## src/rtl/attack_wave_ctrl.sv

```systemverilog
// attack_wave_ctrl: launch scheduler for a pool of falling attackers.
// Paces launches and waves on the frame tick and latches game over.
//
// Ports:
//   clk_65M      pixel clock
//   clear        sync active-high reset
//   game_on      play enable (level)
//   game_stop    sync abort, same effect as clear
//   H_count      horizontal pixel counter
//   V_count      vertical line counter
//   atk_done     per-slot pulse, slot has been freed
//   atk_hit      per-slot level, attacker overlaps shooter
//   atk_launch   one-hot pulse, load start position into slot
//   atk_x_start  launch column, valid with atk_launch
//   atk_speed    shared fall speed
//   slot_active  slot occupancy map
//   wave_num     completed-wave count
//   game_over    sticky loss flag
module attack_wave_ctrl #(
  parameter int NSLOT     = 4,
  parameter int WAVE_SIZE = 6,
  parameter int SPAWN_GAP = 30,
  parameter int X_MIN     = 200,
  parameter int X_SPAN    = 780,
  parameter int SPD_INIT  = 2,
  parameter int SPD_MAX   = 9
) (
  input  logic             clk_65M,
  input  logic             clear,
  input  logic             game_on,
  input  logic             game_stop,
  input  logic [16:0]      H_count,
  input  logic [16:0]      V_count,
  input  logic [NSLOT-1:0] atk_done,
  input  logic [NSLOT-1:0] atk_hit,
  output logic [NSLOT-1:0] atk_launch,
  output logic [16:0]      atk_x_start,
  output logic [3:0]       atk_speed,
  output logic [NSLOT-1:0] slot_active,
  output logic [7:0]       wave_num,
  output logic             game_over
);

  localparam logic [2:0] S_IDLE   = 3'd0;
  localparam logic [2:0] S_GAP    = 3'd1;
  localparam logic [2:0] S_LAUNCH = 3'd2;
  localparam logic [2:0] S_WEND   = 3'd3;
  localparam logic [2:0] S_OVER   = 3'd4;

  localparam logic [7:0]  GAP_LD = 8'(SPAWN_GAP);
  localparam logic [7:0]  WSZ    = 8'(WAVE_SIZE);
  localparam logic [9:0]  SPAN   = 10'(X_SPAN);
  localparam logic [16:0] X0     = 17'(X_MIN);
  localparam logic [3:0]  SPD0   = 4'(SPD_INIT);
  localparam logic [3:0]  SPDM   = 4'(SPD_MAX);
  localparam logic [9:0]  SEED   = 10'h2A5;

  logic [2:0]       state_q, state_d;
  logic [7:0]       gap_q, gap_d;
  logic [7:0]       launched_q, launched_d;
  logic [NSLOT-1:0] active_q, active_d;
  logic [7:0]       wave_q, wave_d;
  logic [3:0]       spd_q, spd_d;
  logic             over_q, over_d;
  logic [NSLOT-1:0] launch_q, launch_d;
  logic [16:0]      x_q, x_d;
  logic [9:0]       lfsr_q, lfsr_d;

  logic             frame_tick;
  logic             hit;
  logic [9:0]       xr;
  logic [NSLOT-1:0] avail;
  logic [NSLOT-1:0] pick;
  logic             found;

  assign frame_tick = (H_count == 17'd0) && (V_count == 17'd0);
  assign hit        = frame_tick && (|(atk_hit & active_q));
  assign lfsr_d     = {lfsr_q[8:0], lfsr_q[9] ^ lfsr_q[6]};
  assign xr         = (lfsr_q >= SPAN) ? (lfsr_q - SPAN) : lfsr_q;

  // A slot freed this very cycle is not reused until the next launch.
  assign avail = ~active_q & ~atk_done;

  always_comb begin
    pick  = '0;
    found = 1'b0;
    for (int i = 0; i < NSLOT; i++) begin
      if (avail[i] && !found) begin
        pick[i] = 1'b1;
        found   = 1'b1;
      end
    end
  end

  always_comb begin
    state_d    = state_q;
    gap_d      = gap_q;
    launched_d = launched_q;
    active_d   = active_q;
    wave_d     = wave_q;
    spd_d      = spd_q;
    over_d     = over_q;
    launch_d   = '0;
    x_d        = x_q;

    if (state_q != S_IDLE) active_d = active_q & ~atk_done;

    unique case (state_q)
      S_IDLE: begin
        if (game_on) begin
          gap_d   = GAP_LD;
          state_d = S_GAP;
        end
      end
      S_GAP: begin
        if (frame_tick && gap_q != 8'd0) gap_d = gap_q - 8'd1;
        if (gap_q == 8'd0 && launched_q < WSZ && (|(~active_q)))
          state_d = S_LAUNCH;
        else if (launched_q == WSZ && active_q == '0)
          state_d = S_WEND;
      end
      S_LAUNCH: begin
        state_d = S_GAP;
        // No candidate: gap stays at 0 so GAP retries next cycle.
        if (found) begin
          launch_d   = pick;
          active_d   = active_d | pick;
          x_d        = X0 + {7'd0, xr};
          launched_d = launched_q + 8'd1;
          gap_d      = GAP_LD;
        end
      end
      S_WEND: begin
        wave_d     = wave_q + 8'd1;
        spd_d      = (spd_q >= SPDM) ? SPDM : spd_q + 4'd1;
        launched_d = 8'd0;
        gap_d      = GAP_LD;
        state_d    = S_GAP;
      end
      S_OVER: begin
        state_d = S_OVER;
      end
      default: begin
        state_d = S_IDLE;
      end
    endcase

    if (!game_on && (state_q == S_GAP || state_q == S_LAUNCH ||
                     state_q == S_WEND)) begin
      state_d    = S_IDLE;
      active_d   = '0;
      launched_d = 8'd0;
      launch_d   = '0;
    end

    // A hit freezes everything else that would happen this cycle.
    if (hit && state_q != S_IDLE) begin
      state_d    = S_OVER;
      over_d     = 1'b1;
      launch_d   = '0;
      active_d   = active_q;
      launched_d = launched_q;
      gap_d      = gap_q;
      wave_d     = wave_q;
      spd_d      = spd_q;
      x_d        = x_q;
    end
  end

  always_ff @(posedge clk_65M) begin
    if (clear || game_stop) begin
      state_q    <= S_IDLE;
      gap_q      <= 8'd0;
      launched_q <= 8'd0;
      active_q   <= '0;
      wave_q     <= 8'd0;
      spd_q      <= SPD0;
      over_q     <= 1'b0;
      launch_q   <= '0;
      x_q        <= 17'd0;
      lfsr_q     <= SEED;
    end else begin
      state_q    <= state_d;
      gap_q      <= gap_d;
      launched_q <= launched_d;
      active_q   <= active_d;
      wave_q     <= wave_d;
      spd_q      <= spd_d;
      over_q     <= over_d;
      launch_q   <= launch_d;
      x_q        <= x_d;
      lfsr_q     <= lfsr_d;
    end
  end

  assign atk_launch  = launch_q;
  assign atk_x_start = x_q;
  assign atk_speed   = spd_q;
  assign slot_active = active_q;
  assign wave_num    = wave_q;
  assign game_over   = over_q;

endmodule

```

## config.mk

```make
export PLATFORM = sky130hd
export DESIGN_NAME = attack_wave_ctrl
export DESIGN_NICKNAME = d
export VERILOG_FILES = /design/src/rtl/attack_wave_ctrl.sv
export SDC_FILE = /design/constraint.sdc
export NUM_CORES = 1
export LEC_CHECK = 0
export CAP_MARGIN = 20
export CORE_UTILIZATION = 30
export CTS_BUF_LIST = sky130_fd_sc_hd__clkbuf_16
export DETAILED_ROUTE_END_ITERATION = 12
export SETUP_SLACK_MARGIN = 0.3
export SYNTH_ARGS = -nofsm -noshare
export SYNTH_HDL_FRONTEND = slang
export SYNTH_SLANG_ARGS = --single-unit
export TNS_END_PERCENT = 1
```

## constraint.sdc

```tcl
create_clock -name clk_65M -period 3 [get_ports clk_65M]
set_input_delay 0.45 -clock clk_65M [delete_from_list [all_inputs] [get_ports clk_65M]]
set_output_delay 0.45 -clock clk_65M [all_outputs]
set_load 0.01 [all_outputs]
```

=== After elaboration in Yosys (flattened, before gate mapping) ===
Cells that the tools add are included.
W data, S select, Z words.

* Flip-flop bits (word level): 67
* Input port bits: 46
* Output and inout bits: 38
* Word-level logic and storage cells: 106

* Add/sub/neg operators: 6
* $lt $le $gt $ge: 3
* Equality and inequality tests: 12
* Muxes and demuxes: 26
* Bitwise logic cells: 10
* Reductions and logical operators: 38

{| class="wikitable"
|+ Operator list
! kind !! count
|-
| $mux W8 || 5
|-
| $logic_not A17 Y1 || 2
|-
| $pmux W8 S4 || 1
|-
| $mux W4 || 5
|-
| $add A8 B1 Y8 const B || 2
|-
| $pmux W8 S2 || 1
|-
| $mux W3 || 5
|-
| $and A4 B4 Y4 || 3
|-
| $pmux W3 S4 || 1
|-
| $add A8 B10 Y11 const A || 1
|-
| $logic_and A1 B1 Y1 || 11
|-
| $ge A10 B10 Y1 const B || 1
|-
| $mux W10 || 1
|-
| $sub A10 B10 Y10 const B || 1
|-
| $eq A8 B3 Y1 const B || 1
|-
| $logic_not A8 Y1 || 1
|-
| $lt A8 B3 Y1 const B || 1
|-
| $not A4 Y4 || 2
|-
| $reduce_bool A8 Y1 || 1
|-
| $reduce_or A4 Y1 || 2
|-
| $sub A8 B1 Y8 const B || 1
|-
| $mux W1 || 7
|-
| $eq A3 B2 Y1 const B || 2
|-
| $ne A2 B2 Y1 const B || 3
|-
| other kinds (23) || 34
|}

=== Depth between registers and ports, before layout ===
* Depth after elaboration: 16
* Mapped depth: 9
* Mapped depth without buffers: 8

=== Worst setup path after synthesis ===
OpenSTA, ideal clock, no wires.

* Kind: register to register
* Start: register lfsr_q[6]
* End: register x_q[7], in the netlist atk_x_start[7]
* Library setup time: 0.121 ns
* Arrival time: 2.027 ns
* Required time: 2.879 ns
* Slack: 0.852 ns
* Stages on the path, launching flop included: 8
* Buffers on the path: 0
* Period minus slack after synthesis: 2.148 ns
* Cells stage by stage: dfxtp_1 or4_1 o21ai_1 mux2_2 ha_1 a21boi_0 or4_1 nand3_1

* Longest elaborated chain between the ends: 3
* Elaborated cells on any way between the ends: 4
* Classes of those cells: 2 x add/sub; 1 x order compare; 1 x mux

{| class="wikitable"
|+ Ends and longest elaborated chain
! element !! RTL line !! RTL
|-
| from (decl) || 67 || <nowiki>logic [9:0] lfsr_q, lfsr_d;</nowiki>
|-
| from (signal assigned) || 192 || <nowiki>lfsr_q <= lfsr_d;</nowiki>
|-
| $sub A10 B10 Y10 / $ge A10 B10 Y1 (equally long branches) || 79 || <nowiki>assign xr = (lfsr_q >= SPAN) ? (lfsr_q - SPAN) : lfsr_q;</nowiki>
|-
| $mux W10 (*) || 79 ||
|-
| $add A8 B10 Y11 (*) || 128 || <nowiki>x_d = X0 + {7'd0, xr};</nowiki>
|-
| to (signal assigned) || 180 || <nowiki>x_q <= 17'd0;</nowiki>
|-
| to (signal assigned) || 191 || <nowiki>x_q <= x_d;</nowiki>
|-
| to (decl) || 66 || <nowiki>logic [16:0] x_q, x_d;</nowiki>
|}

Mark *: on every way between the ends. The rest lies on a longest branch, timed or not.
A chain may end at the register's enable or synchronous reset.

=== Worst setup path in the final report ===
Same ends and word-level chain as after synthesis.

==> impl_metrics.ini <==
[status]
status = finished clean

[route]
via_count = 3190
initialDrtViolationCount = 148
drt_pass1_iterations = 4
vias_per_cell = 5.19
avgRoutedWirePerCell_um = 13.8
ant_nets = 0
wirelength_um = 8470
drc = 0

[floorplan]
die_h_um = 106
die_w_um = 106
die_area_mm2 = 0.0113
std_cell_rows = 37
start_util = 0.313
io_pins = 84
coreArea_mm2 = 0.0104

[setup_path]
endpoint_kind = flip-flop
cp.arrival_ns = 2.62
rr_startpoint = lfsr_q[6]
r2r_end = atk_x_start[7]
slowest_delay_ns = 0.57
r2r_slack_ns = 0.59
cp.required_ns = 3.21
cpMostUsedCell = or4_1
r2r_cells = 7
slowest_stage = or4_1
cp_top_family = simple AND/OR/NAND/NOR gates
crit_path_max_fanout = 7
startpoint_type = flip-flop
cp_num_buf_inv = 0
worstPathCellList = or4_1 > o21ai_1 > mux2_2 > ha_1 > a21boi_0 > or4_1 > nand3_1
path_class = reg2reg

[run]
max-cap-violations = 0

[clock_tree]
post_cts_buffers = 0
htree_levels = 3
numCtsBuffers = 9
clkLatencyLatePin_ns = 0.33
cts_resized = 0
clk_pin_slew_ns = 0.06
clock-root-buffer = clkbuf_16
cts_tree = done
clock_path_buffers = 2
clock-sinks = 61
hold_buffers = 0

[placement]
dp_hpwl_um = 6410
place.port_buffers = 77
dpl_worst_slack_ns = 0.300
gp_congestion = 0.811
place_area_mm2 = 0.00418

[cells_and_area]
n_antenna_cell = 0
fillers = 1043
final_common_cell = clkdlybuf4s50_1
final_cell_mix = clkdlybuf4s50_1 (77), dfxtp_1 (61), nor2_1 (46), nand2_1 (27), a21oi_1 (21)
final_cell_area_mm2 = 0.00450
finalNetCount = 530
drive_above_1_share = 0.0752
syn2layout_area_growth_pct = 38.3

[yosys]
synth_seq_cells = 61
avgSynthCellArea_um2 = 8.31
yosys_warnings = 0
syn_area_mm2 = 0.00326
synthArstFlopShare = 0
synth-edff-count = 0
synthFlopType = dfxtp_1
synth_cell_type_count = 59
syn_inst = 392
ys_seq_area_frac = 0.375

[timing]
setup_viol = 0
post-route-min-period_ns = 2.41
holdWs_ns = 0.451
tightest_slew_ns = 0.559
setup_slack_ns = 0.591
min_period_over_period = 0.803
timing.max_slew.rel_slack = 0.626
skew_ns = 0.00920
max_freq_ghz = 0.415
slew_viol_final = 0
hold_viol = 0
setup_tns_ns = 0
grt_setup_unrepaired = false

[grt]
grt_use_total = 0.153
antenna_found_initial = 0
grt_pass1_wl_um = 13900
grt_pass1_vias = 3022
grt_max_degree = 23
gr-total-overflow = 0

[pwr]
power_leakage_nw = 1.57
ir_drop_v = 0.000232
power.density_mw_per_mm2 = 486

[worst_hold_path]
hp-class = reg2reg
hold_path_startpoint = lfsr_q[0]
hold_depth = 2
hold_path_end = atk_x_start[0]
through the flow:
step           instances  utilization  total power (W)
2_1_floorplan        397            -         0.000985
3_5_place_dp         599        0.401          0.00109
5_1_grt              615        0.432          0.00227
3_3_place_gp         599        0.401          0.00108
6_report             615        0.432          0.00219
4_1_cts              615        0.432          0.00221
cell type report:
| cell class | instances | area (um2) | share of cell area |
|---|---|---|---|
| Clock inverter | 7 | 98.8 | 0.0220 |
| Tap cell | 136 | 170 | 0.0378 |
| Sequential cell | 61 | 1220 | 0.271 |
| Timing Repair Buffer | 85 | 831 | 0.185 |
| Clock buffer | 9 | 225 | 0.0500 |
| Inverter | 12 | 45.0 | 0.0100 |
| Multi-Input combinational cell | 305 | 1910 | 0.424 |
per-layer routing:
metal	vias up	wire (um)	GRT usage
li1	1606	-	-
met1	1498	3880	0.192
met2	82	4110	0.257
met3	4	452	0.0448
met4	0	33	0.0347
met5	-	0	0
synth_stat cells (3+ instances only):
cell type | count | area [um2]
xnor2_1 | 10 | 87.6
nor3b_1 | 3 | 22.5
o21a_1 | 6 | 45.0
a311oi_1 | 4 | 35.0
clkbuf_1 | 9 | 33.8
buf_2 | 3 | 15.0
buf_4 | 6 | 45.0
dfxtp_1 | 61 | 1220
ha_1 | 10 | 125
or4_1 | 8 | 60.1
o31ai_1 | 8 | 60.1
o21ai_0 | 9 | 45.0
nand3b_1 | 4 | 30.0
and2_1 | 11 | 68.8
and3_1 | 6 | 37.5
nor2_1 | 46 | 173
a21oi_1 | 21 | 105
nor4_1 | 15 | 93.8
xor2_1 | 5 | 43.8
a31oi_1 | 6 | 37.5
nand2_1 | 27 | 101
a211oi_1 | 7 | 52.6
nand3_1 | 16 | 80.1
inv_1 | 12 | 45.0
nand4_1 | 12 | 75.1
nor3_1 | 14 | 70.1
or3_1 | 9 | 56.3
nor4b_1 | 3 | 26.3
a21boi_0 | 3 | 22.5
sequential cells by signal (all words and copies together) (netlist names):
register	cells
gap_q	8
lfsr_q	10
wave_num	8
game_over	1
atk_speed	4
state_q	3
launched_q	8
atk_launch	4
slot_active	4
atk_x_start	11
where the power goes:
part / switching (W) / leakage (nW) / internal (W) / total [W]
clock: 0.000388 / 0.156 / 0.000731 / 0.00112
sequential: 0.0000204 / 0.495 / 0.000825 / 0.000846
combinational: 0.000110 / 0.921 / 0.000115 / 0.000225
total: 0.000518 / 1.57 / 0.00167 / 0.00219
cell families (layout without fill, tap and decap cells):
group / after synthesis / in the layout / share of synthesized area
AOI/OAI and AO/OA: 85 / 85 / 0.187
xor gates and xnor gates: 15 / 15 / 0.0404
adders and majority gates: 10 / 10 / 0.0384
buffers and inverters: 31 / 113 / 0.0438
DFF: 61 / 61 / 0.375
muxes: 1 / 1 / 0.00346
other: 1 / 6 / 0.00115
and+or+nand+nor: 188 / 188 / 0.311
how the worst max path moves through the flow:
stage / start / end / depth (start not counted)
2_1_floorplan: lfsr_q[6] / atk_x_start[7] / 7
3_3_place_gp: atk_done[0] / atk_x_start[7] / 7
3_5_place_dp: atk_done[0] / atk_x_start[7] / 7
4_1_cts: lfsr_q[6] / atk_x_start[7] / 7
5_1_grt: atk_done[0] / atk_x_start[6] / 7
6_report: lfsr_q[6] / atk_x_start[7] / 7
worst reg2reg max path, cell delays in order, from the launching register on:
cell and delay, ns:
dfxtp_1 0.38, or4_1 0.57, o21ai_1 0.26, mux2_2 0.40, ha_1 0.24, a21boi_0 0.24, or4_1 0.15, nand3_1 0.06
(Power assumes the default switching activity.)
